===== config.mk =====
export PLATFORM = sky130hd
export DESIGN_NAME = water_sensor_frontend
export DESIGN_NICKNAME = d
export VERILOG_FILES = /design/src/rtl/water_sensor_frontend.sv
export SDC_FILE = /design/constraint.sdc
export NUM_CORES = 1
export LEC_CHECK = 0
export BUFFER_PORTS_ARGS = -buffer_cell sky130_fd_sc_hd__buf_2
export CORE_AREA = 2 2 55 57
export CTS_CLUSTER_DIAMETER = 40
export DETAILED_ROUTE_END_ITERATION = 8
export DIE_AREA = 0 0 57 59
export PLACE_DENSITY = 0.71
export REMOVE_ABC_BUFFERS = 1
export SYNTH_ARGS = -nofsm -noshare
export SYNTH_HDL_FRONTEND = slang
export SYNTH_SLANG_ARGS = --single-unit

===== constraint.sdc =====
create_clock -name CLK -period 1.8 [get_ports CLK]
set_input_delay 0.45 -clock CLK [delete_from_list [all_inputs] [get_ports CLK]]
set_output_delay 0.45 -clock CLK [all_outputs]
set_load 0.01 [all_outputs]

===== src/rtl/water_sensor_frontend.sv =====
// rtl/water_sensor_frontend.sv - serial moisture sensor reader and tank probe debouncer (optional averaging: WATER_AVG_EN)
module water_sensor_frontend #(
    parameter int DEB_CYCLES = 4
) (
    input  logic       CLK,
    input  logic       Reset,
    input  logic       sample_tick,
    input  logic       sdata,
    input  logic       probe_low,
    input  logic       probe_high,
    output logic       cs_n,
    output logic       sclk_out,
    output logic [7:0] Moisture_sensor,
    output logic [1:0] Water_sensor,
    output logic       data_valid,
    output logic       busy,
    output logic       frame_err,
    output logic       level_fault
);

    typedef enum logic [1:0] {IDLE, SHIFT, DONE} state_t;

    state_t      state_q, state_d;
    logic [4:0]  cnt_q, cnt_d;
    logic [8:0]  sh_q, sh_d;
    logic [7:0]  moist_q, moist_d;
    logic        valid_q, valid_d;
    logic        err_q, err_d;
    logic [7:0]  new_byte;

    logic [1:0]       raw;
    logic [1:0]       deb_q, deb_d;
    logic [1:0][3:0]  dcnt_q, dcnt_d;

`ifdef WATER_AVG_EN
    // three previous good bytes; the fourth term of the average is the byte just received
    logic [7:0] h0_q, h1_q, h2_q;
    logic [9:0] sum;
    assign sum      = {2'b00, sh_q[7:0]} + {2'b00, h0_q} + {2'b00, h1_q} + {2'b00, h2_q};
    assign new_byte = sum[9:2];

    // history shifts only on good frames
    always_ff @(posedge CLK) begin
        if (!Reset) begin
            h0_q <= 8'd0;
            h1_q <= 8'd0;
            h2_q <= 8'd0;
        end else if (valid_d) begin
            h0_q <= sh_q[7:0];
            h1_q <= h0_q;
            h2_q <= h1_q;
        end
    end
`else
    assign new_byte = sh_q[7:0];
`endif

    // frame FSM: capture on odd SHIFT cycles, judge start/stop bits at the last one
    always_comb begin
        state_d = state_q;
        cnt_d   = cnt_q;
        sh_d    = sh_q;
        moist_d = moist_q;
        valid_d = 1'b0;
        err_d   = 1'b0;
        case (state_q)
            IDLE: begin
                if (sample_tick) begin
                    state_d = SHIFT;
                    cnt_d   = 5'd0;
                end
            end
            SHIFT: begin
                cnt_d = cnt_q + 5'd1;
                if (cnt_q == 5'd19) begin
                    state_d = DONE;
                    if (!sh_q[8] && sdata) begin
                        valid_d = 1'b1;
                        moist_d = new_byte;
                    end else begin
                        err_d = 1'b1;
                    end
                end else if (cnt_q[0]) begin
                    sh_d = {sh_q[7:0], sdata};
                end
            end
            DONE: begin
                state_d = IDLE;
            end
            default: begin
                state_d = IDLE;
            end
        endcase
    end

    // frame state and result registers
    always_ff @(posedge CLK) begin
        if (!Reset) begin
            state_q <= IDLE;
            cnt_q   <= 5'd0;
            sh_q    <= 9'd0;
            moist_q <= 8'd0;
            valid_q <= 1'b0;
            err_q   <= 1'b0;
        end else begin
            state_q <= state_d;
            cnt_q   <= cnt_d;
            sh_q    <= sh_d;
            moist_q <= moist_d;
            valid_q <= valid_d;
            err_q   <= err_d;
        end
    end

    assign raw = {probe_high, probe_low};

    // per-probe debounce: count consecutive disagreeing cycles, any agreement restarts
    always_comb begin
        deb_d  = deb_q;
        dcnt_d = dcnt_q;
        for (int i = 0; i < 2; i++) begin
            if (raw[i] != deb_q[i]) begin
                if (dcnt_q[i] == 4'(DEB_CYCLES - 1)) begin
                    deb_d[i]  = raw[i];
                    dcnt_d[i] = 4'd0;
                end else begin
                    dcnt_d[i] = dcnt_q[i] + 4'd1;
                end
            end else begin
                dcnt_d[i] = 4'd0;
            end
        end
    end

    // debounce registers
    always_ff @(posedge CLK) begin
        if (!Reset) begin
            deb_q  <= 2'b00;
            dcnt_q <= '0;
        end else begin
            deb_q  <= deb_d;
            dcnt_q <= dcnt_d;
        end
    end

    assign cs_n            = (state_q != SHIFT);
    assign busy            = (state_q == SHIFT);
    assign sclk_out        = (state_q == SHIFT) && cnt_q[0];
    assign Moisture_sensor = moist_q;
    assign data_valid      = valid_q;
    assign frame_err       = err_q;
    assign Water_sensor    = deb_q;
    assign level_fault     = deb_q[1] && !deb_q[0];

endmodule


==> reports/qor.yml <==
run_status:
  status: "complete, no violations"
sta:
  slew_viol_final: 0
  clock_skew_ns: 0.004700
  worst_pin_slew_ns: 0.5150
  hold_viol_final: 0
  slew_headroom_pct: 65.67
  min_period_ns: 1.617
  rsz0062_at_grt: "no"
  finalSetupTns_ns: 0
  fmax_mhz: 618.5
  setup_viol: 0
  holdWs_ns: 0.3712
  finalCritPeriodShare_pct: 89.83
routing:
  drcViolationCount: 0
  wl_per_cell_um: 12.70
  routed_via_density: 5.344
  drtIter0Drc: 30
  ant_nets: 0
  num_vias: 1042
  routed_wl_um: 2477
  firstDrtPassIters: 4
critical_path:
  crit_path_start_kind: "flip-flop"
  cp_max_fo: 9
  critPathCaptureType: "primary output"
  path_class: "reg -> out"
  r2r_setup_slack_ns: 0.35
  r2r-end: "sh_q[2]"
  crit_required_ns: 1.35
  arrival_ns: 1.17
  worstSetupStartpoint: "state_q[1]"
  reg2regPathDepth: 5
  endpoint: "busy"
  r2r_start: "cnt_q[0]"
global_routing:
  antenna_found_initial: 0
  gr-usage-all-layers_pct: 16.57
  grt_max_degree: 31
  grt_pass1_vias: 981
  grt_pass1_wl_um: 4222
  grt_overflow: 0
power_and_ir_drop:
  ir_drop_v: 0.0005941
  swShare_pct: 24.17
  leakage_nw: 0.7290
  clockPowerShare_pct: 30.8
  comb_power_share_pct: 6.2
  pwr-share-seq_pct: 63.0
  switching_power_mw: 0.3129
  pwr_density_cell_nw_per_um2: 813.0
  p_int_mw: 0.9820
synthesis:
  ys.flop_type: "dfxtp_1"
  yosysMostFrequentCell: "dfxtp_1"
  async_reset_ff_share_pct: 0
  ys_seq_area_share_pct: 50.44
  synth-edff-count: 0
  synthTopCellsByCount: "dfxtp_1 (36), mux2i_1 (20), nand2_1 (20)"
  synth_seq_cells: 36
  ys_top_cells_by_area: "dfxtp_1 (50%), mux2i_1 (14%), nand2_1 (5.3%)"
  syn_inst: 140
  synth.largest_area_cell: "dfxtp_1"
  synth_top_cell_area_share_pct: 50.44
  avgSynthCellArea_um2: 10.21
  yosys_warnings: 0
  netlist-cell-type-count: 28
  syn_area_um2: 1429
cts:
  cts_max_level: 2
  cts_setup_buffers: 0
  cts_root_buf: "clkbuf_4"
  path_clk_slew_ns: 0.10
  cts_tree: "built"
  clockBufferDepth: 2
  clock-sinks: 36
  cts_buffers: 5
  cts_hold_buffers: 0
  cts_resized: 0
  clk_latency_ns: 0.34
die:
  row_count: 19
  io-pin-count: 22
  die_h_um: 59
  dieArea_um2: 3363
  start_util_pct: 52.72
  core_area_um2: 2710
  die_x_um: 57
layout:
  area_growth_pct: 11.47
  final_nets: 173
  finalNonFillerCells: 195
  diodes: 0
  drive_above_1_share_pct: 21.95
  utilization_pct: 58.77
  design_area_um2: 1593
placement:
  dp.cells: 188
  hpwlAfterDp_um: 1771
  post_dp_cell_area_um2: 1546
  gp_congestion: 0.7416
  numPortBuffers: 21
run:
  drv_cap: 0
worst_hold_path:
  hold_path_class: "in -> reg"
power groups by stage:
stage	clock (mW)	sequential (mW)	combinational, mW
2_1_floorplan	0	0.833	0.0487
3_5_place_dp	0	0.835	0.0796
5_1_grt	0.441	0.819	0.0882
3_3_place_gp	0	0.833	0.0764
6_report	0.399	0.816	0.0797
4_1_cts	0.404	0.816	0.0806
state kept, by name, indices dropped and copies added, names as in the netlist:
register,count
cnt_q,5
sh_q,9
data_valid,1
frame_err,1
Moisture_sensor,8
state_q,2
Water_sensor,2
dcnt_q,8
per-stage QoR:
stage,setup WS [ns],power (mW)
after floorplan,0.1973,0.8815
after global placement,0.4690,0.9099
after detailed placement,0.3522,0.9143
after CTS,0.1764,1.301
after global routing,0.1018,1.348
final,0.1831,1.295
metal layers:
metal	GRT usage (%)	share of wire, %	wire [µm]	up-vias
met5	0	0	0	-
met4	5.980	1.9	46	0
met3	6.550	5.0	123	5
met2	28.90	51	1274	21
met1	18.40	42	1032	501
li1	-	-	-	515
placed cells by master, fill, tap and decap left out:
master,count
a21boi_0,2
a21boi_1,1
and2_1,1
and4bb_4,1
buf_2,21
buf_4,1
clkbuf_1,1
clkbuf_4,5
clkinv_2,1
dfxtp_1,36
ha_1,3
inv_1,4
inv_2,1
mux2i_1,20
nand2_1,20
nand2b_1,1
nand2b_4,1
nand3_1,8
nand3_4,1
nand4_1,1
nor2_1,11
nor2b_1,6
nor3_2,1
nor3b_1,1
o211ai_1,1
o21ai_0,3
o311a_1,1
or3_1,1
or3b_2,3
xnor2_1,2
xor2_1,4
kinds of logic after synthesis:
| family | count (synthesis) | synth area share [%] |
|---|---|---|
| fa+ha+maj | 3 | 2.627 |
| buf+inv | 10 | 3.677 |
| flops | 36 | 50.44 |
| mux | 20 | 14.01 |
| simple gates | 57 | 21.72 |
| compound gates | 8 | 3.853 |
| xor+xnor | 6 | 3.678 |
cell type report:
cell class,instances,area [µm²]
Clock buffer,6,41.29
Inverter,5,18.77
Fill cell,277,1117
Clock inverter,1,5.005
Sequential cell,36,720.7
Timing Repair Buffer,22,112.6
Tap cell,31,38.79
Multi-Input combinational cell,94,655.6
worst min-delay path by stage:
stage / from / end / cells past startpoint
2_1_floorplan: dcnt_q[4] / dcnt_q[4] / 1
3_3_place_gp: dcnt_q[4] / dcnt_q[4] / 1
3_5_place_dp: dcnt_q[0] / dcnt_q[0] / 1
4_1_cts: sdata / sh_q[0] / 3
5_1_grt: sdata / sh_q[0] / 3
6_report: sdata / sh_q[0] / 3
worst max-delay path: stages (launching register included):
cell,delay (ns)
dfxtp_1,0.39
nand2b_4,0.21
inv_2,0.09
buf_2,0.14
Note: power is estimated with default switching activity, not from simulation.
